File: config.mk
export PLATFORM = sky130hd
export DESIGN_NAME = sap1_controller_flat
export DESIGN_NICKNAME = d
export VERILOG_FILES = /design/src/rtl/sap1_controller_if.sv /design/src/rtl/sap1_controller.sv /design/src/flat_wrapper.sv
export SDC_FILE = /design/constraint.sdc
export NUM_CORES = 1
export LEC_CHECK = 0
export ABC_AREA = 1
export CAP_MARGIN = 10
export CORE_MARGIN = 2
export CORE_UTILIZATION = 35
export CTS_BUF_LIST = sky130_fd_sc_hd__clkbuf_2 sky130_fd_sc_hd__clkbuf_4 sky130_fd_sc_hd__clkbuf_8
export DETAILED_ROUTE_END_ITERATION = 8
export HOLD_SLACK_MARGIN = 0.15
export PLACE_DENSITY = 0.8
export SLEW_MARGIN = 20
export SYNTH_ARGS = -nofsm -noshare
export SYNTH_HDL_FRONTEND = slang
export SYNTH_SLANG_ARGS = --single-unit
File: constraint.sdc
create_clock -name Clock -period 1.8 [get_ports Clock]
set_clock_uncertainty 0.1 [all_clocks]
set_input_delay 0.36 -clock Clock [delete_from_list [all_inputs] [get_ports Clock]]
set_output_delay 0.36 -clock Clock [all_outputs]
set_load 0.03 [all_outputs]
File: src/rtl/sap1_controller_if.sv
// ============================================================================
// Module   : sap1_controller_if
// Purpose  : Opcode input and control-word outputs of the SAP-1 sequencer.
// Revision : 1.0  initial release
// ============================================================================
`default_nettype none

interface sap1_controller_if;
    logic [3:0] opcode;
    logic       inc_pc;
    logic       enable_pc;
    logic       load_mar;
    logic       enable_ram;
    logic       load_ir;
    logic       enable_ir;
    logic       load_acc;
    logic       enable_acc;
    logic       alu_sub;
    logic       enable_alu;
    logic       load_b;
    logic       load_out;
    logic       halt;
    logic [5:0] t_state;

    // Controller side
    modport master (
        input  opcode,
        output inc_pc, enable_pc, load_mar, enable_ram, load_ir, enable_ir,
        output load_acc, enable_acc, alu_sub, enable_alu, load_b, load_out,
        output halt, t_state
    );

    // Datapath side
    modport slave (
        output opcode,
        input  inc_pc, enable_pc, load_mar, enable_ram, load_ir, enable_ir,
        input  load_acc, enable_acc, alu_sub, enable_alu, load_b, load_out,
        input  halt, t_state
    );
endinterface

`default_nettype wire

File: src/rtl/sap1_controller.sv
// ============================================================================
// Module   : sap1_controller
// Purpose  : Six T-state ring sequencer with combinational control decode.
// Revision : 1.0  initial release
// ============================================================================
`default_nettype none

module sap1_controller #(
    parameter logic [3:0] OP_LDA = 4'b0000,
    parameter logic [3:0] OP_ADD = 4'b0001,
    parameter logic [3:0] OP_SUB = 4'b0010,
    parameter logic [3:0] OP_OUT = 4'b1110,
    parameter logic [3:0] OP_HLT = 4'b1111
) (
    input  wire logic          Clock,
    input  wire logic          Reset,
    sap1_controller_if.master  bus
);

    typedef enum logic [5:0] {
        T1 = 6'b000001,
        T2 = 6'b000010,
        T3 = 6'b000100,
        T4 = 6'b001000,
        T5 = 6'b010000,
        T6 = 6'b100000
    } t_state_e;

    t_state_e r_state;
    logic     r_halted;

    // A halted controller parks in T4 and ignores the opcode until reset.
    always_ff @(posedge Clock or posedge Reset) begin
        if (Reset) begin
            r_state  <= T1;
            r_halted <= 1'b0;
        end else if (!r_halted) begin
            case (r_state)
                T1:      r_state <= T2;
                T2:      r_state <= T3;
                T3:      r_state <= T4;
                T4: begin
                    if (bus.opcode == OP_HLT)
                        r_halted <= 1'b1;
                    else
                        r_state  <= T5;
                end
                T5:      r_state <= T6;
                T6:      r_state <= T1;
                default: r_state <= T1;
            endcase
        end
    end

    logic w_is_lda;
    logic w_is_add;
    logic w_is_sub;
    logic w_is_out;

    assign w_is_lda = (bus.opcode == OP_LDA);
    assign w_is_add = (bus.opcode == OP_ADD);
    assign w_is_sub = (bus.opcode == OP_SUB);
    assign w_is_out = (bus.opcode == OP_OUT);

    logic w_inc_pc;
    logic w_enable_pc;
    logic w_load_mar;
    logic w_enable_ram;
    logic w_load_ir;
    logic w_enable_ir;
    logic w_load_acc;
    logic w_enable_acc;
    logic w_alu_sub;
    logic w_enable_alu;
    logic w_load_b;
    logic w_load_out;

    // Opcode is only consulted in T4-T6; reset gates every strobe low at once.
    always_comb begin
        w_inc_pc     = 1'b0;
        w_enable_pc  = 1'b0;
        w_load_mar   = 1'b0;
        w_enable_ram = 1'b0;
        w_load_ir    = 1'b0;
        w_enable_ir  = 1'b0;
        w_load_acc   = 1'b0;
        w_enable_acc = 1'b0;
        w_alu_sub    = 1'b0;
        w_enable_alu = 1'b0;
        w_load_b     = 1'b0;
        w_load_out   = 1'b0;
        if (!Reset && !r_halted) begin
            case (r_state)
                T1: begin
                    w_enable_pc = 1'b1;
                    w_load_mar  = 1'b1;
                end
                T2: begin
                    w_inc_pc = 1'b1;
                end
                T3: begin
                    w_enable_ram = 1'b1;
                    w_load_ir    = 1'b1;
                end
                T4: begin
                    if (w_is_lda || w_is_add || w_is_sub) begin
                        w_enable_ir = 1'b1;
                        w_load_mar  = 1'b1;
                    end else if (w_is_out) begin
                        w_enable_acc = 1'b1;
                        w_load_out   = 1'b1;
                    end
                end
                T5: begin
                    if (w_is_lda) begin
                        w_enable_ram = 1'b1;
                        w_load_acc   = 1'b1;
                    end else if (w_is_add || w_is_sub) begin
                        w_enable_ram = 1'b1;
                        w_load_b     = 1'b1;
                    end
                end
                T6: begin
                    if (w_is_add || w_is_sub) begin
                        w_enable_alu = 1'b1;
                        w_alu_sub    = w_is_sub;
                        w_load_acc   = 1'b1;
                    end
                end
                default: begin
                    w_inc_pc = 1'b0;
                end
            endcase
        end
    end

    assign bus.inc_pc     = w_inc_pc;
    assign bus.enable_pc  = w_enable_pc;
    assign bus.load_mar   = w_load_mar;
    assign bus.enable_ram = w_enable_ram;
    assign bus.load_ir    = w_load_ir;
    assign bus.enable_ir  = w_enable_ir;
    assign bus.load_acc   = w_load_acc;
    assign bus.enable_acc = w_enable_acc;
    assign bus.alu_sub    = w_alu_sub;
    assign bus.enable_alu = w_enable_alu;
    assign bus.load_b     = w_load_b;
    assign bus.load_out   = w_load_out;
    assign bus.halt       = r_halted & ~Reset;
    assign bus.t_state    = r_state;

endmodule

`default_nettype wire
File: src/flat_wrapper.sv
// flat-port wrapper written by rule: the top's interface ports become plain ports
module sap1_controller_flat 
#(
    parameter logic [3:0] OP_LDA = 4'b0000,
    parameter logic [3:0] OP_ADD = 4'b0001,
    parameter logic [3:0] OP_SUB = 4'b0010,
    parameter logic [3:0] OP_OUT = 4'b1110,
    parameter logic [3:0] OP_HLT = 4'b1111
)
  (Clock, Reset, bus_opcode, bus_inc_pc, bus_enable_pc, bus_load_mar, bus_enable_ram, bus_load_ir, bus_enable_ir, bus_load_acc, bus_enable_acc, bus_alu_sub, bus_enable_alu, bus_load_b, bus_load_out, bus_halt, bus_t_state);
  sap1_controller_if bus_i ();
  input  wire logic Clock;
  input  wire logic Reset;
  input wire logic [$bits(bus_i.opcode)-1:0] bus_opcode;
  output wire logic [$bits(bus_i.inc_pc)-1:0] bus_inc_pc;
  output wire logic [$bits(bus_i.enable_pc)-1:0] bus_enable_pc;
  output wire logic [$bits(bus_i.load_mar)-1:0] bus_load_mar;
  output wire logic [$bits(bus_i.enable_ram)-1:0] bus_enable_ram;
  output wire logic [$bits(bus_i.load_ir)-1:0] bus_load_ir;
  output wire logic [$bits(bus_i.enable_ir)-1:0] bus_enable_ir;
  output wire logic [$bits(bus_i.load_acc)-1:0] bus_load_acc;
  output wire logic [$bits(bus_i.enable_acc)-1:0] bus_enable_acc;
  output wire logic [$bits(bus_i.alu_sub)-1:0] bus_alu_sub;
  output wire logic [$bits(bus_i.enable_alu)-1:0] bus_enable_alu;
  output wire logic [$bits(bus_i.load_b)-1:0] bus_load_b;
  output wire logic [$bits(bus_i.load_out)-1:0] bus_load_out;
  output wire logic [$bits(bus_i.halt)-1:0] bus_halt;
  output wire logic [$bits(bus_i.t_state)-1:0] bus_t_state;
  assign bus_i.opcode = bus_opcode;
  assign bus_inc_pc = bus_i.inc_pc;
  assign bus_enable_pc = bus_i.enable_pc;
  assign bus_load_mar = bus_i.load_mar;
  assign bus_enable_ram = bus_i.enable_ram;
  assign bus_load_ir = bus_i.load_ir;
  assign bus_enable_ir = bus_i.enable_ir;
  assign bus_load_acc = bus_i.load_acc;
  assign bus_enable_acc = bus_i.enable_acc;
  assign bus_alu_sub = bus_i.alu_sub;
  assign bus_enable_alu = bus_i.enable_alu;
  assign bus_load_b = bus_i.load_b;
  assign bus_load_out = bus_i.load_out;
  assign bus_halt = bus_i.halt;
  assign bus_t_state = bus_i.t_state;
  sap1_controller #(.OP_LDA(OP_LDA), .OP_ADD(OP_ADD), .OP_SUB(OP_SUB), .OP_OUT(OP_OUT), .OP_HLT(OP_HLT)) u_core (.Clock(Clock), .Reset(Reset), .bus(bus_i));
endmodule
; ---- After elaboration in Yosys (flattened, before gate mapping)
; Cells that the tools add are included.
[classes]
reduce_logical = 8
eq_ne = 11
n_bitwise = 3
mux = 35
[op_table]
columns = op, n
row1 = two-way mux 1 bit, 30
row2 = case mux 6 bit (5 select lines), 1
row3 = "equality test 4 bit, second input constant", 2
row4 = "equality test 6 x 1 -> 1 bit, second input constant", 1
row5 = "equality test 6 x 2 -> 1 bit, second input constant", 1
row6 = "equality test 6 x 3 -> 1 bit, second input constant", 1
row7 = "equality test 6 x 4 -> 1 bit, second input constant", 1
row8 = "equality test 6 x 5 -> 1 bit, second input constant", 1
row9 = "equality test 6 bit, second input constant", 1
row10 = two-way mux 6 bit, 1
row11 = case mux 1 bit (2 select lines), 3
row12 = "equality test 4 x 1 -> 1 bit, second input constant", 1
row13 = "equality test 4 x 2 -> 1 bit, second input constant", 1
row14 = zero test 4 bit, 1
row15 = logical OR 1 bit, 3
row16 = zero test 1 bit, 2
row17 = "!= test 2 bit, second input constant", 1
row18 = NOT 1 bit, 2
row19 = AND reduction 2 bit, 1
row20 = AND 1 bit, 1
row21 = logical AND 1 bit, 1
[totals]
wordCells = 59
regBits = 7
in_bits = 6
output_inout_bits = 19

; ---- Depth between registers and ports, before layout
; Gate-level depths: netlist of run 1.
[logic_depth]
depth_word = 6
ltp_mapped = 7
mapped_depth_nobuf = 7

; ---- Least setup slack after synthesis of run 1
; OpenSTA, ideal clock, no wires.
[synth_path]
kind = reg2out
from = register u_core.r_state[4] (netlist: u_core.bus.t_state[4])
to = output bus_load_out
slack_ns = -0.644
stages_incl_launch_ff = 7
required_time_ns = 1.340
arrival_ns = 1.984
n_path_buf = 1
path_cell_list = dfrtp_1 -> nor2_2 -> nand2_2 -> nor2_4 -> inv_2 -> nor3_1 -> buf_4
[synth_between]
elab_chain_len = 3
[synth_lines]
columns = element, line
row1 = from (decl), sap1_controller.sv:29  ; t_state_e r_state;
row2 = from (signal assigned), sap1_controller.sv:35  ; r_state <= T1;
row3 = from (signal assigned), sap1_controller.sv:39  ; T1: r_state <= T2;
row4 = from (signal assigned), sap1_controller.sv:40  ; T2: r_state <= T3;
row5 = equality test 6 x 4 -> 1 bit, n/a
row6 = two-way mux 1 bit (2 in series), n/a
row7 = to (decl), flat_wrapper.sv:26  ; output wire logic [$bits(bus_i.load_out)-1:0] bus_load_out;
; Every way passes these cells.

; ---- Worst setup path after layout of run 1
[layout_path]
from = register u_core.r_state[0] (netlist: u_core.bus.t_state[0])
to = output bus_load_mar
[layout_between]
elab_chain_len = 3
word_cells_on_any_way = 4
classes_between = eq/ne: 2 / mux: 2
[layout_lines]
columns = element, line
row1 = equality test 6 x 4 -> 1 bit / equality test 6 x 1 -> 1 bit (equally long branches), sap1_controller.sv:93  ; case (r_state)
row2 = case mux 1 bit (2 select lines) *, sap1_controller.sv:93
row3 = two-way mux 1 bit *, sap1_controller.sv:92  ; if (!Reset && !r_halted) begin
row4 = to (decl), flat_wrapper.sv:17  ; output wire logic [$bits(bus_i.load_mar)-1:0] bus_load_mar;
; Mark *: on every way between the ends. The rest lies on a longest branch, timed or not.

==> flow_summary.ini, run 1 <==
[logic_synthesis]
synth_top_family_by_area = simple AND/OR/NAND/NOR gates
synth_warnings = 0
synth_most_common_cell = nand2_1
ys_seq_elements = 7
synth_xor_area_share_pct = 0
synth_fa_ha_area_share_pct = 0
synth-simple-area-share_pct = 56.1
synth_ff_type = dfrtp_1
synth.area.mux_share_pct = 0
synthTopCellsByCount = 21 x nand2_1, 17 x nor2_1, 8 x nand3_1
synth_edf_count = 0
async_reset_ff_share_pct = 100
ys_seq_area_share_pct = 32.7
synthDistinctLibCells = 19
yosysTopAreaCell = dfrtp_1
synth_compound_area_share_pct = 2.09
synthTopCellsByArea = dfrtp_1 28%, nand2_1 15%, nor2_1 12%
synth_top_area_share_pct = 27.8
syn_area_um2 = 539
synthCells = 82
syn_nets = 88
syn_avg_cell_area_um2 = 6.58

[placement]
gp_congestion = 0.792
dp_worst_setup_slack_ns = -0.268
hpwl_mm = 1.12
port_buffers = 24

[route]
vias = 676
drt_iter0_drc = 16
routed_via_density = 4.90
drc = 0
avgRoutedWirePerCell_um = 12.5
wirelength_mm = 1.73
dr.pass1.iters = 4
ant_nets = 0

[floorplanning]
initial_utilization_pct = 36.6
core_region_area_um2 = 1470
die_h_um = 43.3
placementRows = 14
pin_count = 25
die_w_um = 43.3
dieArea_um2 = 1870

[worst_setup_path]
cp.required_ns = 1.34
cp_max_fo = 5
reg2reg_setup_slack_ns = 0.36
r2r_start = u_core.bus.t_state[0]$_DFFE_PP1P_
startpoint_type = flip-flop
critPathKind = reg2out
critPathArrivalTime_ns = 1.51
end_kind = output pin
reg2reg_depth = 8
reg2reg_to = u_core.bus.t_state[4]$_DFFE_PP0P_

[clock_tree]
root_buffer = clkbuf_4
cts_sinks = 7
clock_latency_ns = 0.26
ctsHoldBuffers = 0
numCtsBuffers = 3
tritoncts = built
cts.reportedPaths.clkPinSlew_ns = 0.06
clock_path_buffers = 2
h-tree-depth = 1

[global_routing]
antenna_found_initial = 0
grt_start_max_net_pins = 8
grt_pass1_wl_mm = 2.47
first_global_vias = 593
grt_overflow = 0
grt_usage_pct = 17.8

[finish]
fin_nets = 129
utilization_pct = 69.8
syn2layout_area_growth_pct = 90.5
drive_gt1_share_pct = 57.4
diodes = 0

[timing]
rsz0062_at_grt = true
finalSetupViolCount = 12
setup_tns_ns = -0.852
finalCritPeriodShare_pct = 109
worstMarginPinSlew_ns = 0.312
finalHoldViolations = 0
final_max_slew_viol_count = 0
setup_slack_ns = -0.169
period_needed_ns = 1.97
fmax_mhz = 508
slew_headroom_pct = 79.2

[power_and_ir_drop]
ir_drop_uv = 343
power_leakage_nw = 0.563
p_per_area_nw_per_um2 = 347

[run_status]
violations = negative setup slack
status = finished with violations

[hold_path]
min_path_type = in2async

[run]
drv_cap = 0
-- registers in the layout (all words and copies together) (netlist names) --
register	cells
u_core.bus.t_state	6
u_core.r_halted	1
-- worst max-delay path, cell delays in order, from the launching register on --
cell	delay [ns]
dfstp_2	0.59
inv_2	0.05
nor2_2	0.12
nand3_2	0.12
o22ai_2	0.21
buf_6	0.16
-- how the worst max path moves through the flow --
| stage | start | end | slack (ns) |
|---|---|---|---|
| 6_report | u_core.bus.t_state[0]$_DFFE_PP1P_ | bus_load_mar | -0.17 |
| 5_1_grt | u_core.bus.t_state[0]$_DFFE_PP1P_ | bus_load_mar | -0.22 |
| 4_1_cts | u_core.bus.t_state[2]$_DFFE_PP0P_ | bus_enable_ram | -0.12 |
| 3_5_place_dp | bus_opcode[3] | bus_enable_ram | -0.27 |
| 3_3_place_gp | bus_opcode[3] | bus_load_acc | -0.22 |
| 2_1_floorplan | u_core.bus.t_state[4]$_DFFE_PP0P_ | bus_load_out | -0.19 |
-- placed cells by master, fill, tap and decap left out, drive strengths merged --
cell type | synthesis | final
buf | 1 | 26
clkbuf | 0 | 4
dfrtp | 6 | 6
dfstp | 1 | 1
dlygate4sd2 | 0 | 8
dlymetal6s2s | 0 | 3
inv | 11 | 11
nand2 | 24 | 24
nand3 | 8 | 8
nand3b | 4 | 4
nand4 | 1 | 1
nor2 | 21 | 21
nor3 | 2 | 2
o21ai | 1 | 1
o22ai | 1 | 1
or2 | 1 | 1
-- area by class of cell --
type,instances,area (µm²)
Sequential cell,7,181
Clock buffer,4,30.0
Tap cell,16,20.0
Fill cell,120,444
Timing Repair Buffer,37,337
Multi-Input combinational cell,63,418
Inverter,11,41.3
-- per-layer routing --
metal  vias up  GRT usage (%)  routed length, µm
met5         -              0                  0
met1       326           21.9                726
met4         0           6.67                 20
met2        10           28.7                925
met3         3           5.53                 56
li1        337              -                  -
-- logic make-up after synthesis --
| group | count (synthesis) |
|---|---|
| buffers and inverters | 12 |
| AO/OA/AOI/OAI | 2 |
| AND/OR/NAND/NOR | 61 |
| flip-flops | 7 |
-- power breakdown --
| part | internal (W) | switching [W] | leakage, nW |
|---|---|---|---|
| Clock | 0.000100 | 0.0000667 | 0.0184 |
| Combinational | 0.0000154 | 0.0000166 | 0.462 |
| Sequential | 0.000158 | 0 | 0.0825 |
-- stage by stage --
stage / hold WS (ns) / instance area [µm²] / power, W / instances
final: 0.210 / 1030 / 0.000356 / 138
after global routing: 0.244 / 1030 / 0.000368 / 138
after CTS: 0.220 / 930 / 0.000359 / 135
after detailed placement: 0.405 / 816 / 0.000193 / 126
after global placement: 0.386 / 816 / 0.000192 / 126
after floorplan: 0.0627 / 558 / 0.000172 / 82
-- repair_timing --
item,4_1_cts,5_1_grt
pin swaps,10,17
endpoints found under the setup margin,17,13
buffers inserted,5,3
gates resized for setup,24,26
(Power assumes the default switching activity.)
==> inputs of run 2 (changes only) <==
Settings changed: TNS_END_PERCENT from default to 1.
==> run 2 against run 1 <==
  * Power shrank 1.9%
  * Wire length shrank 1.9%
  * Sequential cell count is the same
  * Global-route usage grew 0.38 points
  * Final cell count shrank 3.6%
  * Core utilization shrank 6.5 points
  * Fmax grew 1.1%
  * Worst setup slack gained 0.021 ns
  * The flow still finishes with violations (negative setup slack)
  * First-iteration DRC count grew 6.3%
  * Critical path depth is the same
  * Register-to-register slack is essentially flat
  * Worst hold slack gained 0.0014 ns
==> flow_summary.ini, run 2 (same netlist as run 1, synthesis figures left out) <==
[timing]
finalSetupViolCount = 11
period_needed_ns = 1.95
rsz0062_at_grt = true
setup_slack_ns = -0.148
fmax_mhz = 513
finalHoldViolations = 0
slew_headroom_pct = 78.6
final_max_slew_viol_count = 0
worstMarginPinSlew_ns = 0.321
setup_tns_ns = -0.859
finalCritPeriodShare_pct = 108

[worst_setup_path]
critPathArrivalTime_ns = 1.49
cp_max_fo = 5
critPathKind = reg2out
end_kind = output pin
cp_slowest_cell = dfstp_2
startpoint_type = flip-flop
cp.required_ns = 1.34
worstPathCellList = inv_1, nor2_1, nand3_2, o22ai_2, buf_6
crit_family = flip-flops
path_buf_inv = 2
worst_path_largest_cell_delay_ns = 0.58

[finish]
final_cell_mix = 20 x nand2_1, 16 x buf_4, 13 x nor2_1
largest_reg_flops = 6
drive_gt1_share_pct = 46.2
fin_nets = 124
final_common_cell = nand2_1
diodes = 0
syn2layout_area_growth_pct = 72.9
stdcell_count = 133

[clock_tree]
clock_latency_ns = 0.26
tritoncts = built
h-tree-depth = 1
cts_sinks = 7
cts.reportedPaths.clkPinSlew_ns = 0.05
root_buffer = clkbuf_4
numCtsBuffers = 3
clock_path_buffers = 2

[global_routing]
grt_start_max_net_pins = 8
antenna_found_initial = 0
first_global_vias = 612
grt_overflow = 0
grt_usage_pct = 18.2
grt_pass1_wl_mm = 2.47

[power_and_ir_drop]
pwr-share-seq_pct = 45.1
clock_power_share_pct = 46.0
switching_power_w = 0.0000779
power_leakage_nw = 0.505
swShare_pct = 22.3
pwr-share-comb_pct = 9.0
p_per_area_nw_per_um2 = 375
ir_drop_uv = 401
internal-power_w = 0.000272

[floorplanning]
dieArea_um2 = 1870
die_w_um = 43.3
initial_utilization_pct = 36.6
die_h_um = 43.3
pin_count = 25
core_region_area_um2 = 1470
placementRows = 14

[route]
ant_nets = 0
drt_iter0_drc = 17
avgRoutedWirePerCell_um = 12.8
routed_via_density = 5.00
wirelength_mm = 1.70
dr.pass1.iters = 4
vias = 665
drc = 0

[placement]
hpwl_mm = 1.12
gp_congestion = 0.829
dp_cells = 124
port_buffers = 24

[hold_path]
min_path_type = in2async

[run]
drv_cap = 0

[run_status]
status = finished with violations
violations = negative setup slack
## run 2: cell types whose count changed in the layout (fill, tap and decap cells not counted), sizes merged
cell,previous run,this run
dlygate4sd2,8,11
dlygate4sd3,0,1
buf,26,20
dlymetal6s2s,3,0
## run 2: area by class of cell
class                      count  area, µm²
inverter                      11       41.3
sequential                     7        183
multi-input combinational     63        387
fill                         141        539
tap                           16       20.0
clock buffer                   4       30.0
timing repair buffer          32        272
## run 2: routing by layer
| metal | up-vias | global-route usage (%) | wire [µm] | share of wire, % |
|---|---|---|---|---|
| met5 | - | 0 | 0 | 0 |
| li1 | 326 | - | - | - |
| met2 | 19 | 29.3 | 927 | 55 |
| met4 | 0 | 6.06 | 25 | 1.5 |
| met1 | 316 | 21.3 | 674 | 40 |
| met3 | 4 | 8.09 | 70 | 4.1 |
## run 2: worst register-to-register path: stages, from the launching register on
cell     delay (ns)
dfstp_2        0.58
nor2_4         0.07
nand2_2        0.09
nor2_4         0.04
buf_4          0.14
nand2_4        0.11
nand2_8        0.08
nand2_1        0.06
nand2_1        0.05
## run 2: stage by stage
| stage | hold WS [ns] | utilization (%) | total power, W | worst slack, ns | area [µm²] |
|---|---|---|---|---|---|
| final | 0.211 | 63.4 | 0.000350 | -0.148 | 932 |
| after global routing | 0.218 | 63.4 | 0.000374 | -0.210 | 932 |
| after CTS | 0.208 | 58.1 | 0.000352 | -0.142 | 855 |
| after detailed placement | 0.395 | 54.3 | 0.000190 | -0.281 | 798 |
| after global placement | 0.387 | 54.3 | 0.000189 | -0.227 | 798 |
| after floorplan | 0.0627 | - | 0.000171 | -0.185 | 556 |
## run 2: path summary, 6_finish.rpt
kind	start	to	slack [ns]	depth (start not counted)
min in group Clock	u_core.bus.t_state[0]$_DFFE_PP1P_	u_core.bus.t_state[0]$_DFFE_PP1P_	0.41	2
max	u_core.bus.t_state[0]$_DFFE_PP1P_	bus_load_mar	-0.15	5
max in group asynchronous	Reset	u_core.bus.t_state[5]$_DFFE_PP0P_	0.62	3
max reg2reg	u_core.bus.t_state[0]$_DFFE_PP1P_	u_core.bus.t_state[5]$_DFFE_PP0P_	0.37	8
min reg2reg	u_core.bus.t_state[0]$_DFFE_PP1P_	u_core.bus.t_state[0]$_DFFE_PP1P_	0.41	2
min	Reset	u_core.bus.t_state[0]$_DFFE_PP1P_	0.21	2
## run 2: repair_timing
item | in CTS | in global routing
setup buffers | 1 | 3
hold buffers | 1 | 0
hold endpoints to repair | 6 | 0
gates cloned | 0 | 0
resized for setup | 17 | 18
setup endpoints to repair | 18 | 12
pin swaps | 7 | 5
## run 2: power by group through the flow
stage | Combinational [W] | Clock [W] | Sequential, W
final | 0.0000314 | 0.000161 | 0.000158
after global routing | 0.0000342 | 0.000182 | 0.000157
after CTS | 0.0000297 | 0.000165 | 0.000158
after detailed placement | 0.0000293 | 0 | 0.000160
after global placement | 0.0000287 | 0 | 0.000160
after floorplan | 0.0000111 | 0 | 0.000160
